**src/rtl/mem_stage_lsu_if.sv**
```systemverilog
// mem_stage_lsu_if: pipeline request/response and data-memory port of the MEM-stage LSU.
interface mem_stage_lsu_if #(parameter int AW = 10);
   logic          req_valid;
   logic          req_ready;
   logic          req_we;
   logic [2:0]    req_funct3;
   logic [31:0]   req_addr;
   logic [31:0]   req_wdata;
   logic          rsp_valid;
   logic [31:0]   rsp_rdata;
   logic          rsp_err;
   logic [AW-1:0] mem_addr;
   logic          mem_we;
   logic [31:0]   mem_wd;
   logic [31:0]   mem_rd;
   modport slave (
      input  req_valid, req_we, req_funct3, req_addr, req_wdata, mem_rd,
      output req_ready, rsp_valid, rsp_rdata, rsp_err, mem_addr, mem_we, mem_wd
   );
   modport master (
      output req_valid, req_we, req_funct3, req_addr, req_wdata, mem_rd,
      input  req_ready, rsp_valid, rsp_rdata, rsp_err, mem_addr, mem_we, mem_wd
   );
endinterface

```
**src/rtl/mem_stage_lsu.sv**
```systemverilog
// mem_stage_lsu: byte-addressed RV32I loads/stores onto a word memory, RMW for sub-word stores.
module mem_stage_lsu #(parameter int AW = 10) (
   input logic clk,
   input logic rst_n,
   mem_stage_lsu_if.slave bus
);
   typedef enum logic {IDLE, RMW_WR} state_t;
   state_t        state;
   logic [AW-1:0] idx_q;
   logic [31:0]   merged_q;
   logic [2:0]    f3;
   logic [1:0]    lane;
   logic [4:0]    sh;
   logic          acc, err, sw, sub_st;
   logic [31:0]   wmask, merged, ld;
   logic [7:0]    b_sel;
   logic [15:0]   h_sel;
   assign f3     = bus.req_funct3;
   assign lane   = bus.req_addr[1:0];
   assign sh     = {lane, 3'b000};
   assign err    = f3 == 3'b011 || f3[2:1] == 2'b11 || (bus.req_we && f3[2]) ||
                   (f3[1:0] == 2'b01 && lane[0]) || (f3 == 3'b010 && lane != 2'b00);
   assign acc    = bus.req_valid && state == IDLE;
   assign sw     = acc && bus.req_we && !err && f3 == 3'b010;
   assign sub_st = acc && bus.req_we && !err && f3 != 3'b010;
   // mem_rd only feeds registers, never an output directly
   assign wmask  = f3[0] ? 32'h0000_ffff : 32'h0000_00ff;
   assign merged = (bus.mem_rd & ~(wmask << sh)) | ((bus.req_wdata & wmask) << sh);
   assign b_sel  = 8'(bus.mem_rd >> sh);
   assign h_sel  = lane[1] ? bus.mem_rd[31:16] : bus.mem_rd[15:0];
   assign ld     = f3[1] ? bus.mem_rd :
                   f3[0] ? {{16{!f3[2] && h_sel[15]}}, h_sel} : {{24{!f3[2] && b_sel[7]}}, b_sel};
   assign bus.req_ready = state == IDLE;
   assign bus.mem_we    = rst_n && (state == RMW_WR || sw);
   assign bus.mem_wd    = state == RMW_WR ? merged_q : sw ? bus.req_wdata : '0;
   assign bus.mem_addr  = state == RMW_WR ? idx_q : bus.req_addr[AW+1:2];
   always_ff @(posedge clk or negedge rst_n) begin
      if (!rst_n) begin
         state         <= IDLE;
         idx_q         <= '0;
         merged_q      <= '0;
         bus.rsp_valid <= 1'b0;
         bus.rsp_rdata <= '0;
         bus.rsp_err   <= 1'b0;
      end else begin
         bus.rsp_valid <= 1'b0;
         if (state == RMW_WR) begin
            state         <= IDLE;
            bus.rsp_valid <= 1'b1;
            bus.rsp_err   <= 1'b0;
            bus.rsp_rdata <= '0;
         end else if (sub_st) begin
            state    <= RMW_WR;
            idx_q    <= bus.req_addr[AW+1:2];
            merged_q <= merged;
         end else if (acc) begin
            bus.rsp_valid <= 1'b1;
            bus.rsp_err   <= err;
            bus.rsp_rdata <= (err || bus.req_we) ? '0 : ld;
         end
      end
   end
endmodule

```
**src/flat_wrapper.sv**
```systemverilog
// flat-port wrapper written by rule: the top's interface ports become plain ports
module mem_stage_lsu_flat 
#(parameter int AW = 10)
  (clk, rst_n, bus_req_valid, bus_req_we, bus_req_funct3, bus_req_addr, bus_req_wdata, bus_mem_rd, bus_req_ready, bus_rsp_valid, bus_rsp_rdata, bus_rsp_err, bus_mem_addr, bus_mem_we, bus_mem_wd);
  mem_stage_lsu_if #(.AW(AW)) bus_i ();
  input logic clk;
  input logic rst_n;
  input wire logic [$bits(bus_i.req_valid)-1:0] bus_req_valid;
  input wire logic [$bits(bus_i.req_we)-1:0] bus_req_we;
  input wire logic [$bits(bus_i.req_funct3)-1:0] bus_req_funct3;
  input wire logic [$bits(bus_i.req_addr)-1:0] bus_req_addr;
  input wire logic [$bits(bus_i.req_wdata)-1:0] bus_req_wdata;
  input wire logic [$bits(bus_i.mem_rd)-1:0] bus_mem_rd;
  output wire logic [$bits(bus_i.req_ready)-1:0] bus_req_ready;
  output wire logic [$bits(bus_i.rsp_valid)-1:0] bus_rsp_valid;
  output wire logic [$bits(bus_i.rsp_rdata)-1:0] bus_rsp_rdata;
  output wire logic [$bits(bus_i.rsp_err)-1:0] bus_rsp_err;
  output wire logic [$bits(bus_i.mem_addr)-1:0] bus_mem_addr;
  output wire logic [$bits(bus_i.mem_we)-1:0] bus_mem_we;
  output wire logic [$bits(bus_i.mem_wd)-1:0] bus_mem_wd;
  assign bus_i.req_valid = bus_req_valid;
  assign bus_i.req_we = bus_req_we;
  assign bus_i.req_funct3 = bus_req_funct3;
  assign bus_i.req_addr = bus_req_addr;
  assign bus_i.req_wdata = bus_req_wdata;
  assign bus_i.mem_rd = bus_mem_rd;
  assign bus_req_ready = bus_i.req_ready;
  assign bus_rsp_valid = bus_i.rsp_valid;
  assign bus_rsp_rdata = bus_i.rsp_rdata;
  assign bus_rsp_err = bus_i.rsp_err;
  assign bus_mem_addr = bus_i.mem_addr;
  assign bus_mem_we = bus_i.mem_we;
  assign bus_mem_wd = bus_i.mem_wd;
  mem_stage_lsu #(.AW(AW)) u_core (.clk(clk), .rst_n(rst_n), .bus(bus_i));
endmodule
```
**config.mk**
```make
export PLATFORM = sky130hd
export DESIGN_NAME = mem_stage_lsu_flat
export DESIGN_NICKNAME = d
export VERILOG_FILES = /design/src/rtl/mem_stage_lsu_if.sv /design/src/rtl/mem_stage_lsu.sv /design/src/flat_wrapper.sv
export SDC_FILE = /design/constraint.sdc
export NUM_CORES = 1
export LEC_CHECK = 0
export CAP_MARGIN = 5
export CORE_UTILIZATION = 40
export DETAILED_ROUTE_END_ITERATION = 6
export GPL_TIMING_DRIVEN = 1
export PLACE_DENSITY = 0.77
export SLEW_MARGIN = 20
export SYNTH_ARGS = -nofsm -noshare
export SYNTH_HDL_FRONTEND = slang
export SYNTH_SLANG_ARGS = --single-unit
```
**constraint.sdc**
```tcl
create_clock -name clk -period 1.4 [get_ports clk]
set_input_delay 0.21 -clock clk [delete_from_list [all_inputs] [get_ports clk]]
set_output_delay 0.21 -clock clk [all_outputs]
set_load 0.01 [all_outputs]
```
==> results.json <==
{
  "htree_levels": 3,
  "syn-num-nets": 587,
  "drt-vias-per-instance": 5.641,
  "finalSetupViolations": 119,
  "io_pins": 181,
  "leakage_nw": 3.768,
  "grt_max_degree": 78,
  "route.vias.total": 4936,
  "total_power_mw": 7.163,
  "syn_inst": 484,
  "numCtsBuffers": 9,
  "ys.flop_type": "dfrtp_1",
  "cp_slowest_stage_delay_ns": 0.43,
  "clock-root-buffer": "clkbuf_16",
  "final_nets": 830,
  "drt_iter0_drc": 353,
  "antenna_left": 0,
  "worstMarginPinSlew_ns": 0.5914,
  "cp-start-kind": "flip-flop",
  "synthArstFlopShare_pct": 100.0,
  "synth-compound-area-share_pct": 24.89,
  "start_util_pct": 41.51,
  "synth_edf_count": 0,
  "ys_warn_count": 0,
  "critPathTopFamily": "buffers and inverters",
  "final_util_pct": 69.26,
  "antenna_cells": 0,
  "worstPathCellList": "nor4b_4 -> buf_4 -> buf_8 -> buf_16 -> a22o_1 -> buf_2",
  "syn_area_um2": 4781,
  "fin_ws_ns": -0.5282,
  "synth_top_family_by_area": "compound AO/OA/AOI/OAI gates",
  "grt_antenna_before_repair": 0,
  "crit_path_max_fanout": 8,
  "grtUsageTotal_pct": 28.29,
  "yosysSeqAreaShare_pct": 40.30,
  "row_count": 39,
  "synthMuxAreaShare_pct": 14.13,
  "path_buf_inv": 4,
  "cts.sinks": 77,
  "wl_per_cell_um": 20.35,
  "clock_latency_ns": 0.33,
  "die_w_um": 111.3,
  "drc": 22,
  "core_area_um2": 11520,
  "p_per_area_nw_per_um2": 898.0,
  "relSlewSlack_pct": 60.55,
  "hp-class": "in -> reg",
  "dp_hpwl_mm": 11.88,
  "synthDistinctLibCells": 43,
  "grt_pass1_wl_mm": 27.11,
  "finalHoldViolations": 0,
  "dieArea_um2": 12390,
  "status": "finished, violations left",
  "place_congestion": 0.8739,
  "dp.cells": 823,
  "cp-end-kind": "output pin",
  "arrival_ns": 1.72,
  "ir_worst_vdd_mv": 0.6160,
  "rsz0062_at_grt": "true",
  "instances_no_fill": 875,
  "fmax_ghz": 0.5186,
  "layout-drive-gt1-share_pct": 38.25,
  "syn-mean-instance-area_um2": 9.878,
  "port_buffers": 160,
  "cts_buffer_depth": 2,
  "die_h_um": 111.3,
  "cp.required_ns": 1.19,
  "crit_slowest_cell": "dfrtp_2",
  "grt.overflow.total": 0,
  "synth_xor_area_share_pct": 0,
  "ys_ff_latch": 77,
  "area_growth_pct": 66.84,
  "maxSlewViolCount": 0,
  "postLayoutCellArea_um2": 7976,
  "placed_area_um2": 7000,
  "first_pass_iters": 6,
  "violations": "design-rule violations, negative setup slack",
  "finalCriticalPeriod_ns": 1.928,
  "post-route-period-util_pct": 137.7,
  "drv_cap": 0,
  "fin_worst_skew_ns": 0.006750,
  "synthSimpleGateAreaFrac_pct": 14.81,
  "whs_ns": 0.3978,
  "cts_tree": "done",
  "routed_wl_mm": 17.81,
  "path_clk_slew_ns": 0.06,
  "grt_pass1_vias": 5017,
  "crit_type": "reg -> out",
  "synth-adder-area-share_pct": 0
}
through the flow:
step           worst slack [ns]  setup TNS, ns
2_1_floorplan           -0.1299         -3.015
3_3_place_gp            -0.9388         -80.96
3_5_place_dp             -1.023         -84.66
4_1_cts                 -0.5838         -40.94
5_1_grt                 -0.5893         -48.66
6_report                -0.5282         -43.66
worst reg2reg max path, delay by kind of cell (launching register included):
| kind | cells | cell delay (ns) |
|---|---|---|
| buf+inv | 6 | 0.98 |
| flops | 1 | 0.43 |
| simple gates | 3 | 0.29 |
| compound gates | 1 | 0.06 |
logic make-up (layout without fill, tap and decap cells):
family	after synthesis	after routing
compound gates	165	165
buf+inv	51	298
flops	77	77
mux	62	62
simple gates	129	130
cells in the final DEF, fill, tap and decap left out, types with 17 or more instances in the layout:
cell type	instances
dlygate4sd2_1	39
a22o_1	50
dfrtp_1	76
o21ai_1	17
clkdlybuf4s50_1	70
a21oi_1	27
buf_4	75
nand2_1	40
nor2_1	18
buf_6	20
mux2i_1	24
mux2_2	35
buf_2	41
nand2b_1	31
area by class of cell:
class	count	area (um2)
clock inverters	5	85.08
fillers	868	3540
multi-input cells	357	2810
inverters	4	17.52
well taps	143	178.9
repair buffers	278	2724
clock buffers	11	232.7
flip-flops and latches	77	1928
where the power goes:
part / total, mW / internal, mW / switching [mW]
Combinational: 1.85 / 0.984 / 0.869
Sequential: 2.79 / 2.56 / 0.225
Clock: 2.52 / 1.57 / 0.954
Total: 7.16 / 5.12 / 2.05
Yosys cell counts (2+ instances only):
cell type	number	area [um2]
o21ai_0	43	215.2
nor2b_1	5	31.28
a211oi_1	5	37.54
buf_8	2	30.03
nand2_1	52	195.2
dfrtp_1	77	1927
a21oi_1	29	145.1
mux2i_1	24	240.2
nand4b_1	3	26.28
a22oi_1	2	15.01
nand4bb_1	7	78.83
a32o_1	3	30.03
inv_1	4	15.01
buf_6	5	56.30
nor2_1	19	71.32
o2bb2ai_1	17	148.9
clkbuf_1	15	56.30
a22o_1	50	437.9
o221ai_1	8	70.07
buf_1	2	7.510
mux2_2	36	405.4
mux2_4	2	30.03
buf_2	23	115.1
nand2b_1	31	193.9
nand3_1	2	10.01
sequential cells by signal, summed over array words and instances (netlist names):
signal	cells
u_core.bus.rsp_rdata	32
u_core.merged_q	32
u_core.idx_q	10
u_core.bus.rsp_err	1
u_core.bus.rsp_valid	1
u_core.state	1
worst paths after layout:
path,startpoint,to,slack [ns],cells after the start
worst max-delay path,u_core.state,bus_mem_wd[3],-0.53,6
worst min-delay path,bus_req_addr[0],u_core.bus.rsp_err,0.40,5
worst max register to register,u_core.state,u_core.merged_q[11],-0.45,10
worst min register to register,u_core.bus.rsp_rdata[4],u_core.bus.rsp_rdata[4],0.49,1
max in group asynchronous,rst_n,u_core.state,0.63,3
min in group asynchronous,rst_n,u_core.idx_q[7],0.45,3
routing by layer:
layer / wire (um) / GRT usage (%) / vias to the layer above
met3: 1058 / 5.577 / 41
met1: 7504 / 35.34 / 2432
met4: 538 / 10.90 / 0
li1: - / - / 2278
met2: 8709 / 48.25 / 185
met5: 0 / 0 / -
repair_timing:
action                     CTS  global route
pin swaps                   31            17
buffers inserted            22             2
gates cloned                13             3
hold endpoints to repair    77             0
hold buffers                 1             0
setup endpoints to repair  155           119
resized for setup          337            27
Note: power is estimated with default switching activity, not from simulation.
